--- src/rtl/kanagawa_loop_collector.sv ---
// kanagawa_loop_collector
//
// Return-side collector for a pipelined function call. A call that was fanned
// out into N threads (thread IDs 0..max) comes back as N entries on the input
// FIFO; this block pops all of them and emits a single entry, the one carried
// by the last thread, into a one-deep registered output slot.
//
// Ports:
//   clk                 clock
//   rst_n               synchronous reset, active low
//   empty_in            input FIFO empty
//   data_in             input FIFO head entry (one thread)
//   rden_out            pop request to the input FIFO
//   data_out            collected entry
//   empty_out           no collected entry available
//   rden_in             consumer pops the collected entry
//   underflow_out       sticky: rden_in seen while empty_out
//   sequence_error_out  sticky: thread ID arrived out of order
//
// Handshake: both sides are FIFO style. An entry transfers on a cycle where
// the reader's rden is high and the writer's empty is low. rden is only
// meaningful while empty is low; the consumer raising rden_in while
// empty_out is high is recorded as an underflow and otherwise ignored.
//
// Optional feature: define KANAGAWA_LOOP_COLLECTOR_SEQ_CHECK_EN to enable
// thread-ID ordering checks. Without it, sequence_error_out is tied low.
module kanagawa_loop_collector #(
  parameter int TOTAL_WIDTH               = 64,
  parameter int COUNTER_WIDTH             = 8,
  parameter int HAS_LITERAL_MAX_THREAD_ID = 0,
  parameter int LITERAL_MAX_THREAD_ID     = 0,
  parameter int OFFSET                    = 0,
  parameter int MAX_OFFSET                = 8
) (
  input  logic                     clk,
  input  logic                     rst_n,
  input  logic                     empty_in,
  input  logic [TOTAL_WIDTH-1:0]   data_in,
  output logic                     rden_out,
  output logic [TOTAL_WIDTH-1:0]   data_out,
  output logic                     empty_out,
  input  logic                     rden_in,
  output logic                     underflow_out,
  output logic                     sequence_error_out
);

  logic [COUNTER_WIDTH-1:0] tid;
  logic [COUNTER_WIDTH-1:0] max_id;
  logic                     is_last;
  logic                     pop;

  logic                     out_valid;
  logic [TOTAL_WIDTH-1:0]   out_data;
  logic [COUNTER_WIDTH-1:0] expected_id;
  logic                     underflow_q;

  assign tid    = data_in[OFFSET +: COUNTER_WIDTH];
  assign max_id = (HAS_LITERAL_MAX_THREAD_ID != 0)
                  ? COUNTER_WIDTH'(LITERAL_MAX_THREAD_ID)
                  : data_in[MAX_OFFSET +: COUNTER_WIDTH];
  assign is_last = (tid == max_id);

  // Non-last threads always drain. The last thread only waits while the
  // output slot is full and not being emptied this same cycle.
  assign pop      = !empty_in && (!is_last || !out_valid || rden_in);
  assign rden_out = pop;

  assign empty_out     = !out_valid;
  assign data_out      = out_data;
  assign underflow_out = underflow_q;

  always_ff @(posedge clk) begin
    if (!rst_n) begin
      out_valid   <= 1'b0;
      expected_id <= '0;
      underflow_q <= 1'b0;
    end else begin
      if (rden_in && !out_valid) begin
        underflow_q <= 1'b1;
      end
      // Drain first; a same-cycle last-thread pop overrides and refills the
      // slot so back-to-back single-thread calls run at one per cycle.
      if (rden_in && out_valid) begin
        out_valid <= 1'b0;
      end
      if (pop) begin
        if (is_last) begin
          out_valid   <= 1'b1;
          expected_id <= '0;
        end else begin
          expected_id <= expected_id + 1'b1;
        end
      end
    end
  end

  // Data register needs no reset: it is only observed while out_valid is set.
  always_ff @(posedge clk) begin
    if (pop && is_last) begin
      out_data <= data_in;
    end
  end

`ifdef KANAGAWA_LOOP_COLLECTOR_SEQ_CHECK_EN
  logic seq_err_q;

  always_ff @(posedge clk) begin
    if (!rst_n) begin
      seq_err_q <= 1'b0;
    end else if (pop && (tid != expected_id)) begin
      seq_err_q <= 1'b1;
    end
  end

  assign sequence_error_out = seq_err_q;
`else
  // expected_id has no reader in this build; fold it into a sink so the
  // register is kept visible for debug without tripping unused-signal lint.
  logic unused_expected_id;
  assign unused_expected_id = ^expected_id;
  assign sequence_error_out = 1'b0;
`endif

endmodule

--- config.mk ---
export PLATFORM = sky130hd
export DESIGN_NAME = kanagawa_loop_collector
export DESIGN_NICKNAME = d
export VERILOG_FILES = /design/src/rtl/kanagawa_loop_collector.sv
export SDC_FILE = /design/constraint.sdc
export NUM_CORES = 1
export LEC_CHECK = 0
export CAP_MARGIN = 20
export CORE_ASPECT_RATIO = 1.2
export CORE_MARGIN = 3
export CORE_UTILIZATION = 36
export DETAILED_ROUTE_END_ITERATION = 10
export HOLD_SLACK_MARGIN = 0.05
export PLACE_DENSITY_LB_ADDON = 0.12
export SYNTH_ARGS = -nofsm -noshare
export SYNTH_HDL_FRONTEND = slang
export SYNTH_SLANG_ARGS = --single-unit
--- constraint.sdc ---
create_clock -name clk -period 11.19 [get_ports clk]
set_input_delay 1.6785 -clock clk [delete_from_list [all_inputs] [get_ports clk]]
set_output_delay 1.6785 -clock clk [all_outputs]
set_load 0.05 [all_outputs]
## Yosys cells after proc, flatten, opt, wreduce, memory -nomap -nowiden

Index checks and enable logic that the tools add are counted.

- Add/sub/neg operators: 0
- $lt $le $gt $ge: 0
- Divide/modulo/power cells: 0
- $mul: 0
- Eq/ne operators: 1
- Bitwise gates (word level): 0
- Mux-type cells: 3
- Reductions and logical operators: 9
- Shift-type cells: 0

Operator list:

| kind | count |
|---|---|
| 8-bit equality test | 1 |
| 1-bit logical AND | 4 |
| 1-bit zero test | 3 |
| 1-bit two-way mux | 3 |
| 1-bit logical OR | 2 |

- Memory bits (writable): 0
- Bits in read-only memories: 0
- Memories: 0
- Register bits: 66
- Output and inout bits: 68
- Logic and storage cells: 16
- Bits in latches: 0
- Bits of input ports: 68

## Longest topological paths before layout

Gate-level depths: netlist of the first run.

- Depth in word-level cells: 6
- Mapped depth: 3
- Mapped depth without buffers: 3

## Least setup slack after synthesis of the first run

OpenSTA, ideal clock, no wires.

- Path kind: input -> register
- Start point: in data_in[8]
- End point: reg out_data[0] (netlist: data_out[0]), enable pin
- Data required time: 10.545 ns
- Cell stages on the path: 3
- Path buffers: 0
- Path slack: 2.464 ns
- Setup time: 0.645 ns
- Arrival time: 8.081 ns
- Path through: xnor2_1 -> nand4_1 -> nor4_1

- Cells in the longest elaborated chain, start to end: 6

RTL lines:

| element | line | RTL |
|---|---|---|
| start, declared | 38 | `input logic [TOTAL_WIDTH-1:0] data_in,` |
| 8-bit equality test * | 61 | `assign is_last = (tid == max_id);` |
| 1-bit zero test | 65 | `assign pop = !empty_in && (!is_last \|\| !out_valid \|\| rden_in);` |
| 1-bit logical OR (2 in a row) | 65 |  |
| 1-bit logical AND | 65 |  |
| 1-bit logical AND * | 99 | `if (pop && is_last) begin` |
| end signal, assigned | 100 | `out_data <= data_in;` |
| end, declared | 53 | `logic [TOTAL_WIDTH-1:0] out_data;` |

Mark *: on every way between the ends. The rest lies on a longest branch, timed or not.
A chain may end at the register's enable or synchronous reset.

## Final worst setup path of the first run

- Start point: in data_in[5]
- End point: out rden_out

- Cells in the longest elaborated chain, start to end: 5

RTL lines:

| element | line | RTL |
|---|---|---|
| 8-bit equality test | 61 |  |
| 1-bit zero test | 65 |  |
| 1-bit logical OR (2 in a row) | 65 |  |
| 1-bit logical AND | 65 |  |
| end, declared | 39 | `output logic rden_out,` |

Every way passes these cells.

==> run_results.csv, run 1 <==
group,metric,value,unit
critical_path,cp.required,9.51,ns
timing,skew,0.00845,ns
placement,routabilityCongestion,0.671,
critical_path,cp-endpoint,"rden_out",
timing,fin_crit_sh,47.3,%
logic_synthesis,synth_top_family_by_area,"XOR/XNOR gates",
logic_synthesis,yosysTopAreaCell,"edfxtp_1",
layout,final_nets,302,
logic_synthesis,synth-xor-area-share,3.32,%
logic_synthesis,syn_area_per_cell,24.0,sq um
logic_synthesis,synthSimpleGateAreaFrac,1.54,%
cts,cts_sinks,66,
placement,dp.cells,300,
logic_synthesis,ys_top_cells_by_area,"edfxtp_1 (91%), xnor2_1 (3.3%), dfxtp_1 (1.9%), nand4_1 (0.59%), inv_1 (0.53%)",
layout,fin_cells,316,
logic_synthesis,synth_seq_cells,66,
cts,h-tree-depth,3,
timing,finalHoldViolCount,0,
critical_path,crit_top_cell,"clkdlybuf4s50_1",
logic_synthesis,synthAdderAreaFrac,0,%
timing,relSlewSlack,64.3,%
critical_path,worstPathArrival,3.62,ns
layout,final_common_cell,"clkdlybuf4s50_1",
cts,hold_buffers,0,
run_status,status,"finished clean",
cts,cts_tree,"built",
power,power.density,127,nW/um^2
critical_path,end_kind,"output port",
global_routing,antenna_found_initial,0,
timing,setup_viol,0,
placement,dp_hpwl,3820,um
critical_path,critPathMaxStageDelay,0.70,ns
layout,most-common-layout-cells,"clkdlybuf4s50_1 (134), edfxtp_1 (64), clkbuf_8 (9)",
critical_path,reg2reg_to,"data_out[53]",
timing,drv_slew,0,
global_routing,grt.total_usage,15.7,%
cts,cts.repair.resized,0,
hold_path,hp-class,"flop to flop",
detailed_routing,wl,5050,um
critical_path,cp_slowest_cell,"clkdlybuf4s50_1",
detailed_routing,drc_errors,0,
layout,antenna_cells,0,
critical_path,cp_max_fo,3,
floorplanning,fp.dieW,75.9,um
layout,fill_cells,381,
floorplanning,start_util,38.5,%
detailed_routing,vias,1372,
detailed_routing,first_pass_iters,3,
critical_path,critical_path_class,"primary input to output port",
cts,cts-root-buf,"clkbuf_8",
run,max-cap-violations,0,
floorplanning,dieArea,6830,sq um
logic_synthesis,yosysUniqueCellTypes,14,
logic_synthesis,synth.net_count,156,
critical_path,r2r_cells,3,
placement,io_buffers,134,
layout,final_layout_size_suffix_gt1_share,7.11,%
cts,numCtsBuffers,9,
global_routing,grt_overflow,0,
global_routing,grt_max_degree,34,
placement,place_ws,5.89,ns
detailed_routing,wire_per_inst,16.0,um
critical_path,r2r-start,"out_valid",
global_routing,grt_pass1_wl,7980,um
cts,clk_path_buf_depth,2,
cts,clkTransAtPathRegs,0.07,ns
timing,fin_ws,5.90,ns
timing,fin_setup_tns,0,ns
critical_path,path_cells,"clkdlybuf4s50_1, xnor2_1, nand4_1, o41a_1, clkdlybuf4s50_1",
floorplanning,die_h,89.9,um
detailed_routing,routed_via_density,4.34,
floorplanning,ios,136,
timing,fmax,0.189,GHz
cts,clock_latency,0.33,ns
timing,min_period,5.29,ns
logic_synthesis,synth_top_area_share,91.0,%
logic_synthesis,muxShareOfSynthArea,0,%
floorplanning,rows,29,
critical_path,cp-start-kind,"primary input",
detailed_routing,drtAntennaViolNets,0,
global_routing,grt_pass1_vias,1467,
logic_synthesis,ys_warn_count,0,
floorplanning,coreArea,5480,sq um
logic_synthesis,seq_area_frac_synth,92.9,%
critical_path,rrSetupSlack,9.66,ns
critical_path,worstSetupStartpoint,"data_in[5]",
power,p_leak,1.25,nW
detailed_routing,drt_iter0_markers,93,
layout,syn2layout_area_growth,76.4,%
power,vdd_drop_max,0.0800,mV
timing,worstMarginPinSlew,0.534,ns
logic_synthesis,synth_cells,88,
logic_synthesis,synth_compound_area_share,1.18,%
cts,cts_setup_buffers,0,
timing,rsz0062_at_grt,"no",
logic_synthesis,synth_area,2110,sq um
==> area by class of cell <==
| type | count | area, sq um | share of cell area [%] |
|---|---|---|---|
| clock inverter | 6 | 33.8 | 0.907 |
| clock buffer | 10 | 128 | 3.43 |
| sequential | 66 | 1960 | 52.7 |
| timing repair buffer | 136 | 1360 | 36.4 |
| inverter | 3 | 11.3 | 0.302 |
| multi-input combinational | 18 | 138 | 3.69 |
| tap | 77 | 96.3 | 2.59 |
==> metrics by stage <==
step / util, % / cell area, sq um / hold slack [ns] / power [mW]
after CTS: 68.0 / 3720 / 0.495 / 0.481
final: 68.0 / 3720 / 0.485 / 0.473
after floorplan: - / 2110 / 0.561 / 0.287
after global placement: 65.0 / 3560 / 0.462 / 0.314
after global routing: 68.0 / 3720 / 0.562 / 0.495
after detailed placement: 65.0 / 3560 / 0.472 / 0.315
==> worst max-delay path: cells and delay by family <==
family,cells,cell delay (ns)
buf+inv,2,1.21
compound gates,1,0.41
simple gates,1,0.18
xor+xnor,1,0.13
==> sequential cells by signal, summed over array words and instances, names as in the netlist <==
signal,count
data_out,64
out_valid,1
underflow_out,1
==> cell families (layout without fill, tap and decap cells) <==
kind of cell | Yosys count | in the layout
DFF | 66 | 66
xor gates and xnor gates | 8 | 8
and+or+nand+nor | 6 | 6
buffers and inverters | 4 | 155
AOI/OAI and AO/OA | 3 | 3
other | 1 | 1
==> layer usage <==
layer  GRT usage [%]  vias to the layer above  share of wire [%]
li1                -                      635                  -
met1            16.7                      652                 37
met2            26.2                       80                 54
met3            8.40                        5                8.7
met4            6.34                        0                1.0
met5               0                        -                  0
==> worst min-delay path by stage <==
stage,depth (start not counted),to,slack [ns],start
finish,2,underflow_out,0.49,underflow_out
global route,2,underflow_out,0.56,underflow_out
CTS,2,underflow_out,0.49,underflow_out
detailed placement,2,underflow_out,0.47,underflow_out
global placement,2,underflow_out,0.46,underflow_out
floorplan,3,out_valid,0.56,out_valid
==> where the power goes <==
group / internal [mW] / total, mW / switching [mW]
Combinational: 0.0247 / 0.0371 / 0.0124
Clock: 0.0784 / 0.164 / 0.0858
Sequential: 0.272 / 0.272 / 0.000381
Total: 0.375 / 0.473 / 0.0986
==> synthesized netlist by cell type <==
library cell,count
o41ai_1,1
nor2b_1,1
conb_1,1
xnor2_1,8
o41a_1,1
buf_4,1
inv_1,3
nand2_1,1
nor4_1,1
dfxtp_1,2
nand4_1,2
a21oi_1,1
edfxtp_1,64
nor2_1,1
No activity file was read; power rests on OpenSTA's default activity.
==> run 2: changes to the inputs <==
--- a/config.mk
+++ b/config.mk
@@ -8,7 +8,7 @@
 export CAP_MARGIN = 20
 export CORE_ASPECT_RATIO = 1.2
 export CORE_MARGIN = 3
-export CORE_UTILIZATION = 36
+export CORE_UTILIZATION = 32
 export DETAILED_ROUTE_END_ITERATION = 10
 export HOLD_SLACK_MARGIN = 0.05
 export PLACE_DENSITY_LB_ADDON = 0.12
==> constraint.sdc (replaced) <==
create_clock -name clk -period 4.5 [get_ports clk]
set_input_delay 0.675 -clock clk [delete_from_list [all_inputs] [get_ports clk]]
set_output_delay 0.675 -clock clk [all_outputs]
set_load 0.05 [all_outputs]
==> run_results.csv, run 2 (same netlist as run 1, synthesis figures left out) <==
group,metric,value,unit
run_status,status,"finished clean",
floorplanning,ios,136,
global_routing,antenna_found_initial,0,
floorplanning,rows,31,
detailed_routing,drtAntennaViolNets,0,
power,combPwrFrac,7.1,%
cts,cts_setup_buffers,0,
critical_path,critical_path_class,"primary input to output port",
layout,largest_register_ffs,64,
cts,hold_buffers,0,
timing,fin_crit_sh,73.5,%
layout,final_common_cell,"clkdlybuf4s50_1",
placement,routabilityCongestion,0.660,
timing,relSlewSlack,64.1,%
layout,final_area,3800,sq um
detailed_routing,first_pass_iters,4,
floorplanning,coreArea,6210,sq um
cts,cts.repair.resized,0,
cts,clk_path_buf_depth,2,
timing,fin_setup_tns,0,ns
layout,final_nets,302,
global_routing,grt_overflow,0,
floorplanning,dieArea,7610,sq um
detailed_routing,vias,1369,
layout,final_layout_size_suffix_gt1_share,7.11,%
timing,fin_hold_ws,0.486,ns
cts,h-tree-depth,3,
cts,cts_tree,"built",
cts,cts-root-buf,"clkbuf_8",
timing,skew,0.00894,ns
run,max-cap-violations,0,
power,power.density,343,nW/um^2
critical_path,worstPathArrival,2.63,ns
detailed_routing,drc_errors,0,
power,seqPwrFrac,51.9,%
power,switchingPower,0.253,mW
critical_path,cp-start-kind,"primary input",
floorplanning,fp.dieW,80.2,um
global_routing,grt.total_usage,13.6,%
cts,clkTransAtPathRegs,0.07,ns
power,vdd_drop_max,0.202,mV
cts,cts_sinks,66,
timing,setup_viol,0,
placement,place_area,3580,sq um
detailed_routing,wire_per_inst,15.7,um
timing,fmax,0.302,GHz
timing,finalHoldViolCount,0,
layout,most-common-layout-cells,"clkdlybuf4s50_1 (134), edfxtp_1 (64), clkbuf_8 (9)",
floorplanning,die_h,95.0,um
timing,min_period,3.31,ns
layout,syn2layout_area_growth,79.7,%
global_routing,grt_pass1_wl,7390,um
power,clkPwrFrac,41.0,%
layout,antenna_cells,0,
global_routing,grt_max_degree,44,
timing,rsz0062_at_grt,"no",
detailed_routing,drt_iter0_markers,61,
timing,worstMarginPinSlew,0.537,ns
hold_path,hp-class,"flop to flop",
critical_path,cp.required,3.83,ns
power,switching_share,19.4,%
critical_path,cp_max_fo,3,
cts,numCtsBuffers,9,
critical_path,end_kind,"output port",
power,total_power,1.30,mW
placement,io_buffers,134,
detailed_routing,wl,5050,um
floorplanning,start_util,34.0,%
timing,drv_slew,0,
detailed_routing,routed_via_density,4.26,
power,internal_power,1.05,mW
global_routing,grt_pass1_vias,1409,
power,p_leak,1.28,nW
cts,clock_latency,0.34,ns
run 2: power by group through the flow:
stage | Sequential (mW) | Combinational (mW) | Clock (mW)
2_1_floorplan | 0.701 | 0.0140 | 0
3_3_place_gp | 0.690 | 0.0907 | 0
3_5_place_dp | 0.690 | 0.0927 | 0
4_1_cts | 0.677 | 0.0932 | 0.546
5_1_grt | 0.677 | 0.0976 | 0.574
6_report | 0.677 | 0.0924 | 0.535
run 2: final timing paths:
check	start	to	slack, ns	cells past startpoint
worst max register to register	out_valid	data_out[49]	2.89	3
worst max-delay path	data_in[5]	rden_out	1.19	5
worst min register to register	underflow_out	underflow_out	0.49	2
worst min-delay path	underflow_out	underflow_out	0.49	2
run 2: layout make-up:
type	instances	area, sq um
multi-input cells	18	146
clock inverters	6	90.1
flip-flops and latches	66	1960
repair buffers	136	1360
inverters	3	11.3
fillers	491	2410
well taps	82	103
clock buffers	10	128
run 2: per-layer routing:
metal	vias up	wire length [um]	global-route usage, %
met5	-	0	0
met4	0	91	8.87
met3	8	545	5.44
met2	80	2740	23.8
met1	647	1680	13.1
li1	634	-	-
run 2: metrics by stage:
stage | std cells | util, % | setup WS (ns)
6_report | 321 | 61.2 | 1.19
5_1_grt | 321 | 61.2 | 1.10
4_1_cts | 321 | 61.2 | 1.18
3_5_place_dp | 305 | 57.7 | 1.18
3_3_place_gp | 305 | 57.7 | 1.21
2_1_floorplan | 88 | - | 0.936
run 2: critical path, stage by stage:
cell and delay [ns]:
clkdlybuf4s50_1 0.50, xnor2_1 0.12, nand4_1 0.20, o41a_1 0.42, clkdlybuf4s50_1 0.71
==> run 3: changes to the inputs <==
--- a/config.mk
+++ b/config.mk
@@ -8,7 +8,7 @@
 export CAP_MARGIN = 20
 export CORE_ASPECT_RATIO = 1.2
 export CORE_MARGIN = 3
-export CORE_UTILIZATION = 32
+export CORE_UTILIZATION = 36
 export DETAILED_ROUTE_END_ITERATION = 10
 export HOLD_SLACK_MARGIN = 0.05
 export PLACE_DENSITY_LB_ADDON = 0.12
==> constraint.sdc (replaced) <==
create_clock -name clk -period 3.3 [get_ports clk]
set_input_delay 0.495 -clock clk [delete_from_list [all_inputs] [get_ports clk]]
set_output_delay 0.495 -clock clk [all_outputs]
set_load 0.05 [all_outputs]
==> run_results.csv, run 3 (same netlist as run 1, synthesis figures left out) <==
group,metric,value,unit
floorplanning,die_h,89.9,um
run_status,status,"finished clean",
cts,clock_latency,0.32,ns
cts,numCtsBuffers,9,
global_routing,antenna_found_initial,0,
run,max-cap-violations,0,
floorplanning,dieArea,6830,sq um
layout,final_nets,302,
detailed_routing,drc_errors,0,
cts,clk_path_buf_depth,2,
critical_path,cp.required,2.80,ns
timing,setup_viol,0,
detailed_routing,first_pass_iters,4,
cts,cts_setup_buffers,0,
timing,worstMarginPinSlew,0.537,ns
critical_path,worstPathArrival,2.48,ns
timing,fin_crit_sh,90.1,%
detailed_routing,drtAntennaViolNets,0,
layout,fill_cells,382,
global_routing,grt_pass1_vias,1429,
critical_path,cp-start-kind,"primary input",
timing,rsz0062_at_grt,"no",
global_routing,grt_overflow,0,
floorplanning,fp.dieW,75.9,um
layout,most-common-layout-cells,"clkdlybuf4s50_1 (134), edfxtp_1 (64), clkbuf_8 (9)",
detailed_routing,routed_via_density,4.28,
cts,cts_sinks,66,
placement,place_ws,0.325,ns
power,power.density,440,nW/um^2
cts,cts-root-buf,"clkbuf_8",
power,vdd_drop_max,0.285,mV
layout,seq_area,1960,sq um
critical_path,end_kind,"output port",
power,p_leak,1.27,nW
global_routing,grt.total_usage,14.6,%
critical_path,path_cells,"clkdlybuf4s50_1, xnor2_2, nand4_1, o41a_1, clkdlybuf4s50_1",
cts,hold_buffers,0,
layout,final_common_cell,"clkdlybuf4s50_1",
layout,final_layout_size_suffix_gt1_share,7.14,%
detailed_routing,vias,1347,
critical_path,cp_slowest_cell,"clkdlybuf4s50_1",
detailed_routing,wl,4910,um
timing,skew,0.00525,ns
timing,finalHoldViolCount,0,
global_routing,grt_max_degree,41,
layout,syn2layout_area_growth,78.4,%
timing,drv_slew,0,
global_routing,grt_pass1_wl,7410,um
cts,cts.repair.resized,0,
floorplanning,coreArea,5480,sq um
timing,fin_ws,0.327,ns
layout,multi_input_area,169,sq um
hold_path,hp-class,"flop to flop",
timing,fmax,0.336,GHz
placement,routabilityCongestion,0.663,
critical_path,crit_top_cell,"clkdlybuf4s50_1",
floorplanning,start_util,38.5,%
timing,min_period,2.97,ns
layout,antenna_cells,0,
cts,clkTransAtPathRegs,0.06,ns
critical_path,cp_max_fo,3,
placement,dp_hpwl,3750,um
cts,h-tree-depth,3,
timing,relSlewSlack,64.1,%
layout,largest_register_ffs,64,
detailed_routing,wire_per_inst,15.6,um
placement,io_buffers,134,
critical_path,critical_path_class,"primary input to output port",
floorplanning,rows,29,
cts,cts_tree,"built",
power,total_power,1.66,mW
critical_path,critPathMaxStageDelay,0.71,ns
detailed_routing,drt_iter0_markers,119,
floorplanning,ios,136,
run 3: path summary, 6_finish.rpt:
| path | slack [ns] | startpoint | cells after the start | end |
|---|---|---|---|---|
| hold reg to reg | 0.49 | underflow_out | 2 | underflow_out |
| setup reg to reg | 1.71 | out_valid | 3 | data_out[24] |
| setup / recovery | 0.33 | data_in[4] | 5 | rden_out |
| hold / removal | 0.49 | underflow_out | 2 | underflow_out |
run 3: layer usage:
| layer | vias to the layer above | share of wire (%) | global-route usage (%) |
|---|---|---|---|
| li1 | 634 | - | - |
| met1 | 624 | 37 | 14.9 |
| met2 | 79 | 53 | 25.1 |
| met3 | 10 | 7.7 | 5.50 |
| met4 | 0 | 2.2 | 8.76 |
| met5 | - | 0 | 0 |
run 3: power by group:
| group | internal, mW | switching (mW) |
|---|---|---|
| Clock | 0.336 | 0.268 |
| Sequential | 0.922 | 0.00120 |
| Combinational | 0.0858 | 0.0444 |
| Total | 1.34 | 0.313 |
run 3: critical path: cells and delay by family:
kind / cells / cell delay [ns]
AOI/OAI and AO/OA: 1 / 0.41
xor gates and xnor gates: 1 / 0.13
and+or+nand+nor: 1 / 0.21
buffers and inverters: 2 / 1.23
run 3: cell type report:
| class | instances | area share, % |
|---|---|---|
| flip-flops and latches | 66 | 52.1 |
| clock buffers | 10 | 3.39 |
| multi-input cells | 18 | 4.48 |
| well taps | 77 | 2.56 |
| inverters | 3 | 0.299 |
| repair buffers | 136 | 36.0 |
| clock inverters | 5 | 1.23 |
run 3: stage by stage:
step | utilization [%] | hold WS [ns] | cells | setup TNS, ns | instance area, sq um
2_1_floorplan | - | 0.594 | 88 | -4.74 | 2150
3_3_place_gp | 65.6 | 0.455 | 300 | 0 | 3590
3_5_place_dp | 65.6 | 0.474 | 300 | 0 | 3590
4_1_cts | 68.8 | 0.493 | 315 | 0 | 3770
5_1_grt | 68.8 | 0.529 | 315 | 0 | 3770
6_report | 68.8 | 0.486 | 315 | 0 | 3770
